## src/rtl/pipelined_param_alu.sv

```systemverilog
`default_nettype none
// ============================================================================
// pipelined_param_alu : registered CLA ALU with valid/ready handshake and
//                       multi-cycle unsigned shift-add multiply
// Revision 1.0
// ============================================================================
module pipelined_param_alu #(
    parameter int WIDTH  = 32,
    parameter bit MUL_EN = 1'b1
) (
    input  logic             clk,
    input  logic             rst_n,
    input  logic             in_valid,
    output logic             in_ready,
    input  logic [WIDTH-1:0] a,
    input  logic [WIDTH-1:0] b,
    input  logic [2:0]       op,
    output logic             out_valid,
    input  logic             out_ready,
    output logic [WIDTH-1:0] result,
    output logic [WIDTH-1:0] result_hi,
    output logic             cout,
    output logic             overflow,
    output logic             zero
);

    localparam int           c_NGRP     = WIDTH / 4;
    localparam int           c_CNT_W    = (WIDTH > 1) ? $clog2(WIDTH) : 1;
    localparam logic [c_CNT_W-1:0] c_CNT_LAST = c_CNT_W'(WIDTH - 1);

    localparam logic [2:0] c_OP_AND = 3'b000;
    localparam logic [2:0] c_OP_OR  = 3'b001;
    localparam logic [2:0] c_OP_ADD = 3'b010;
    localparam logic [2:0] c_OP_MUL = 3'b011;
    localparam logic [2:0] c_OP_XOR = 3'b100;
    localparam logic [2:0] c_OP_NOR = 3'b101;
    localparam logic [2:0] c_OP_SUB = 3'b110;
    localparam logic [2:0] c_OP_SLT = 3'b111;

    typedef enum logic [0:0] {
        S_IDLE = 1'b0,
        S_MUL  = 1'b1
    } state_t;

    state_t               r_state, w_state_nxt;
    logic [2*WIDTH-1:0]   r_acc;
    logic [WIDTH-1:0]     r_mcand;
    logic [c_CNT_W-1:0]   r_cnt;
    logic                 r_out_valid, r_cout, r_overflow, r_zero;
    logic [WIDTH-1:0]     r_result, r_result_hi;

    logic                 w_sub, w_is_mul, w_accept, w_mul_done;
    logic [WIDTH-1:0]     w_bx, w_g, w_p, w_sum;
    logic [WIDTH:0]       w_c;
    logic                 w_add_ovf;
    logic [WIDTH-1:0]     w_res;
    logic                 w_res_cout, w_res_ovf;
    logic [WIDTH:0]       w_mul_add;
    logic [2*WIDTH-1:0]   w_acc_nxt;

    assign in_ready   = (r_state == S_IDLE) && (!r_out_valid || out_ready);
    assign w_accept   = in_valid && in_ready;
    assign w_is_mul   = (op == c_OP_MUL) && MUL_EN;
    assign w_mul_done = (r_state == S_MUL) && (r_cnt == c_CNT_LAST);

    // Adder: SUB/SLT use a + ~b + 1, carries resolved per 4-bit lookahead group
    assign w_sub = (op == c_OP_SUB) || (op == c_OP_SLT);
    assign w_bx  = w_sub ? ~b : b;
    assign w_g   = a & w_bx;
    assign w_p   = a ^ w_bx;

    always_comb begin
        int base;
        base   = 0;
        w_c    = '0;
        w_c[0] = w_sub;
        for (int gi = 0; gi < c_NGRP; gi++) begin
            base = 4 * gi;
            w_c[base+1] = w_g[base] | (w_p[base] & w_c[base]);
            w_c[base+2] = w_g[base+1] | (w_p[base+1] & w_g[base])
                        | (w_p[base+1] & w_p[base] & w_c[base]);
            w_c[base+3] = w_g[base+2] | (w_p[base+2] & w_g[base+1])
                        | (w_p[base+2] & w_p[base+1] & w_g[base])
                        | (w_p[base+2] & w_p[base+1] & w_p[base] & w_c[base]);
            w_c[base+4] = w_g[base+3] | (w_p[base+3] & w_g[base+2])
                        | (w_p[base+3] & w_p[base+2] & w_g[base+1])
                        | (w_p[base+3] & w_p[base+2] & w_p[base+1] & w_g[base])
                        | (w_p[base+3] & w_p[base+2] & w_p[base+1] & w_p[base] & w_c[base]);
        end
    end

    assign w_sum     = w_p ^ w_c[WIDTH-1:0];
    assign w_add_ovf = w_c[WIDTH] ^ w_c[WIDTH-1];

    always_comb begin
        w_res      = '0;
        w_res_cout = 1'b0;
        w_res_ovf  = 1'b0;
        case (op)
            c_OP_AND: w_res = a & b;
            c_OP_OR:  w_res = a | b;
            c_OP_XOR: w_res = a ^ b;
            c_OP_NOR: w_res = ~(a | b);
            c_OP_ADD, c_OP_SUB: begin
                w_res      = w_sum;
                w_res_cout = w_c[WIDTH];
                w_res_ovf  = w_add_ovf;
            end
            // sign of the true difference, correct even when the subtract overflows
            c_OP_SLT: w_res[0] = w_sum[WIDTH-1] ^ w_add_ovf;
            default:  w_res = '0;
        endcase
    end

    // Right-shifting multiplier: low half of the accumulator starts as b
    assign w_mul_add = {1'b0, r_acc[2*WIDTH-1:WIDTH]}
                     + (r_acc[0] ? {1'b0, r_mcand} : {(WIDTH+1){1'b0}});
    assign w_acc_nxt = {w_mul_add, r_acc[WIDTH-1:1]};

    always_ff @(posedge clk or negedge rst_n) begin
        if (!rst_n) r_state <= S_IDLE;
        else        r_state <= w_state_nxt;
    end

    always_comb begin
        w_state_nxt = r_state;
        case (r_state)
            S_IDLE:  if (w_accept && w_is_mul) w_state_nxt = S_MUL;
            S_MUL:   if (r_cnt == c_CNT_LAST)  w_state_nxt = S_IDLE;
            default: w_state_nxt = S_IDLE;
        endcase
    end

    always_ff @(posedge clk or negedge rst_n) begin
        if (!rst_n) begin
            r_acc       <= '0;
            r_mcand     <= '0;
            r_cnt       <= '0;
            r_out_valid <= 1'b0;
            r_result    <= '0;
            r_result_hi <= '0;
            r_cout      <= 1'b0;
            r_overflow  <= 1'b0;
            r_zero      <= 1'b0;
        end else begin
            if (r_state == S_MUL) begin
                r_acc <= w_acc_nxt;
                r_cnt <= r_cnt + 1'b1;
            end else if (w_accept && w_is_mul) begin
                r_acc   <= {{WIDTH{1'b0}}, b};
                r_mcand <= a;
                r_cnt   <= '0;
            end

            if (w_mul_done) begin
                r_result    <= w_acc_nxt[WIDTH-1:0];
                r_result_hi <= w_acc_nxt[2*WIDTH-1:WIDTH];
                r_cout      <= 1'b0;
                r_overflow  <= |w_acc_nxt[2*WIDTH-1:WIDTH];
                r_zero      <= ~|w_acc_nxt[WIDTH-1:0];
                r_out_valid <= 1'b1;
            end else if (w_accept && !w_is_mul) begin
                r_result    <= w_res;
                r_result_hi <= '0;
                r_cout      <= w_res_cout;
                r_overflow  <= w_res_ovf;
                r_zero      <= ~|w_res;
                r_out_valid <= 1'b1;
            end else if (out_ready) begin
                r_out_valid <= 1'b0;
            end
        end
    end

    assign out_valid = r_out_valid;
    assign result    = r_result;
    assign result_hi = r_result_hi;
    assign cout      = r_cout;
    assign overflow  = r_overflow;
    assign zero      = r_zero;

endmodule
`default_nettype wire

```

## config.mk

```make
export PLATFORM = sky130hd
export DESIGN_NAME = pipelined_param_alu
export DESIGN_NICKNAME = d
export VERILOG_FILES = /design/src/rtl/pipelined_param_alu.sv
export SDC_FILE = /design/constraint.sdc
export NUM_CORES = 1
export LEC_CHECK = 0
export BUFFER_PORTS_ARGS = -buffer_cell sky130_fd_sc_hd__buf_2
export CAP_MARGIN = 30
export CORE_ASPECT_RATIO = 0.75
export CORE_MARGIN = 2
export CORE_UTILIZATION = 50
export CTS_CLUSTER_SIZE = 24
export DETAILED_ROUTE_END_ITERATION = 16
export HOLD_SLACK_MARGIN = 0.05
export PLACE_DENSITY = 0.7
export SYNTH_ARGS = -nofsm -noshare
export SYNTH_HDL_FRONTEND = slang
export SYNTH_SLANG_ARGS = --single-unit
export TNS_END_PERCENT = 10
```

## constraint.sdc

```tcl
create_clock -name clk -period 5.64 [get_ports clk]
set_input_delay 0.846 -clock clk [delete_from_list [all_inputs] [get_ports clk]]
set_output_delay 0.846 -clock clk [all_outputs]
set_load 0.02 [all_outputs]
```

==> impl_results.md <==
* Outcome: complete, no violations
* DR WL/cell at 19.1 um
* Post-synthesis instance area at 12800 sq um
* R2R depth at 13
* GRT Residual Overflow at 0
* # DRC at 0
* Worst-Skew Late Latency at 450 ps
* Number of global-route vias before repair at 11172
* Share of cells above drive strength 1 at 15.6%
* Fraction of registers with async set/reset at 100%
* Syn_nets at 1750
* Die X at 189 um
* H-tree levels at 4
* Root Driver: clkbuf_16
* Synth Area in Adders at 13.9%
* Commonest non-fill, non-tap cell in the layout: nand2_1
* Crit end category: flip-flop
* Reg clk slew, reported paths at 80 ps
* Slowest-stage cell, CP: or4b_2
* Routability cong. at 0.952
* Ys Warns at 0
* Via density at 5.76
* Post-synthesis sequential area ratio at 33.2%
* TritonCTS buffer count at 17
* Largest family of logic cells by synthesized area: compound AO/OA/AOI/OAI gates
* Final hold vios at 0
* I/O Buffers at 139
* Hold WC Path Type: in2async
* Final setup margin at 252 ps
* Synth Area in XOR/XNOR at 5.53%
* Post-synthesis compound-gate area fraction at 21.4%
* R2R Setup Slk at 1060 ps
* Syn_area_per_cell at 8.33 sq um
* Post-CTS Hold Buffers at 0
* Post-synth EDFFs at 0
* Total Power at 5.66 mW
* Die Y at 143 um
* Post-Route Skew at 17.2 ps
* Peak VDD IR at 0.280 mV
* Final Cycle Share at 95.5%
* Place WS at -254 ps
* Critical path required time at 6010 ps
* Dpl cell area at 14200 sq um
* Initial Utilization at 51.1%
* CTS sink count at 170
* Most frequent cells in the layout: 234 x nand2_1, 191 x o21ai_0, 169 x dfrtp_1, 138 x buf_2, 130 x ha_1
* # setup viols final at 0
* Setup TNS Final at 0 ps
* Post-route cell area at 14800 sq um
* Mapped Cells at 1541
* Min Tclk post-route at 5390 ps
* Floorplan core area at 25100 sq um
* Routed WL at 38800 um
* Buffers & Inverters on Critical Path at 2
* Vias at 11712
* Post-route ant nets at 0
* CP peak stage delay at 700 ps
* Worst path cell trace: buf_2 -> nand2_4 -> buf_8 -> xnor2_1 -> ha_1 -> nand2_1 -> nor2_1 -> o211ai_1 -> a21oi_2 -> o22ai_4 -> o31ai_4 -> nor2_1 -> fa_1 -> xnor2_1 -> a22oi_1 -> o22a_1 -> nand4_1 -> nor4_2 -> and3_1 -> and3_1 -> nand4_1 -> or4b_2 -> o31ai_2
* Pin count of the biggest net entering global routing at 87
* Detailed Route Iter0 Violations at 1113
* Simple-gate share of the synthesized area at 16.1%
* Worst Path Arrival at 5760 ps
* Clock buffer depth at 2
* Crit-path max FO at 9
* Worst rel slew slack at 38.2%
* CTS tree: yes
* Synth Register Bits at 170
* Pleak at 7.42 nW
* Area Growth Syn to Fin at 15.6%
* Synth Flop Type: dfrtp_1
* FF-to-FF Start: r_acc[0]
* # diodes at 0
* HPWL Detailed at 28800 um
* GRT Util Overall at 29.1%
* CP top delay family: simple AND/OR/NAND/NOR gates
* Reg2reg end: overflow
* Max Freq at 186 MHz
* First-pass GRT wire length at 60500 um
* Slew Limit Fails at 0
* Initial antenna violation count at 0
* Die ar. at 27000 sq um
* Post-synthesis mux area share at 4.26%
* Max Cap Violations at 0
* Cell Pwr Density at 381 nW/um^2
* TritonRoute pass-1 iters at 5
* Crit Path Category: in2reg
* Post-synthesis cell type count at 67
* I/O pin total at 140
* Startpoint types: input pin
* Fin nets at 1893
* Final non-filler cell total at 2035
* Actual slew at the worst max-slew pin at 927 ps
* # placed instances at 2002
* Num rows at 50
[report_power, final]
part	total [mW]	switching [mW]	internal, mW
Combinational	2.42	1.50	0.919
Sequential	2.03	0.363	1.66
Clock	1.21	0.566	0.647
Total	5.66	2.43	3.23
[timing repair]
item / 4_1_cts / 5_1_grt
setup buffers: 0 / 1
gates resized for setup: 0 / 5
setup endpoints to repair: 0 / 1
[kinds of logic after synthesis]
kind of cell | after synthesis
flops | 170
buf+inv | 187
xor+xnor | 81
fa+ha+maj | 138
simple gates | 459
compound gates | 452
mux | 54
[synth_stat cells (all sizes together) (6+ instances only)]
cell	n	area [sq um]
nand2	235	882
o21ai	191	956
dfrtp	170	4250
ha	130	1630
a21oi	102	514
inv	101	379
nor2	80	300
xnor2	64	561
clkbuf	59	221
mux2i	49	490
and2	36	225
a211oi	32	245
buf	27	121
nand3	26	130
a22o	21	184
o22ai	18	126
xor2	17	149
a31oi	13	81.3
nor4	12	75.1
and3	10	62.6
nand4	10	62.6
a22oi	9	67.6
nand2b	9	56.3
nor2b	9	56.3
nor3	9	45.0
o21bai	9	67.6
a21o	8	60.1
fa	8	160
o21a	7	52.6
o211ai	6	45.0
[state kept, by name, summed over array words and instances, names as in the netlist]
name       flops
r_cnt          5
zero           1
cout           1
r_mcand       32
result        32
overflow       1
out_valid      1
r_acc         64
result_hi     32
r_state        1
[worst reg2reg max path: cells and delay by family (launching register included)]
kind / cells / cell delay, ps
DFF: 1 / 500
AOI/OAI and AO/OA: 4 / 1150
adders and majority gates: 2 / 840
and+or+nand+nor: 7 / 1930
[metal layers]
metal	global-route usage, %	routed length (um)
met1	42.6	18400
met2	43.3	16800
met3	5.68	2850
met4	8.80	816
met5	0	0
[how the worst max path moves through the flow]
| stage | depth (start not counted) | start | slack, ps | endpoint |
|---|---|---|---|---|
| 3_5_place_dp | 23 | op[1] | -250 | zero |
| 6_report | 23 | op[2] | 250 | zero |
| 3_3_place_gp | 23 | op[1] | -140 | zero |
| 2_1_floorplan | 24 | op[2] | 10 | zero |
| 4_1_cts | 23 | op[1] | 180 | zero |
| 5_1_grt | 23 | op[2] | -5 | zero |
[area by class of cell]
type                            count  area (sq um)
Fill cell                        2271         10300
Multi-Input combinational cell   1184          7900
Sequential cell                   170          4260
Timing Repair Buffer              210          1290
Clock buffer                       19           453
Tap cell                          338           423
Inverter                          101           379
Clock inverter                     13           135
[metrics by stage]
stage,utilization [%],hold WS (ps)
6_report,59.1,457
4_1_cts,59.0,467
3_5_place_dp,56.7,462
2_1_floorplan,-,442
5_1_grt,59.1,498
3_3_place_gp,56.5,458
Power figures use the tool's default switching activity.
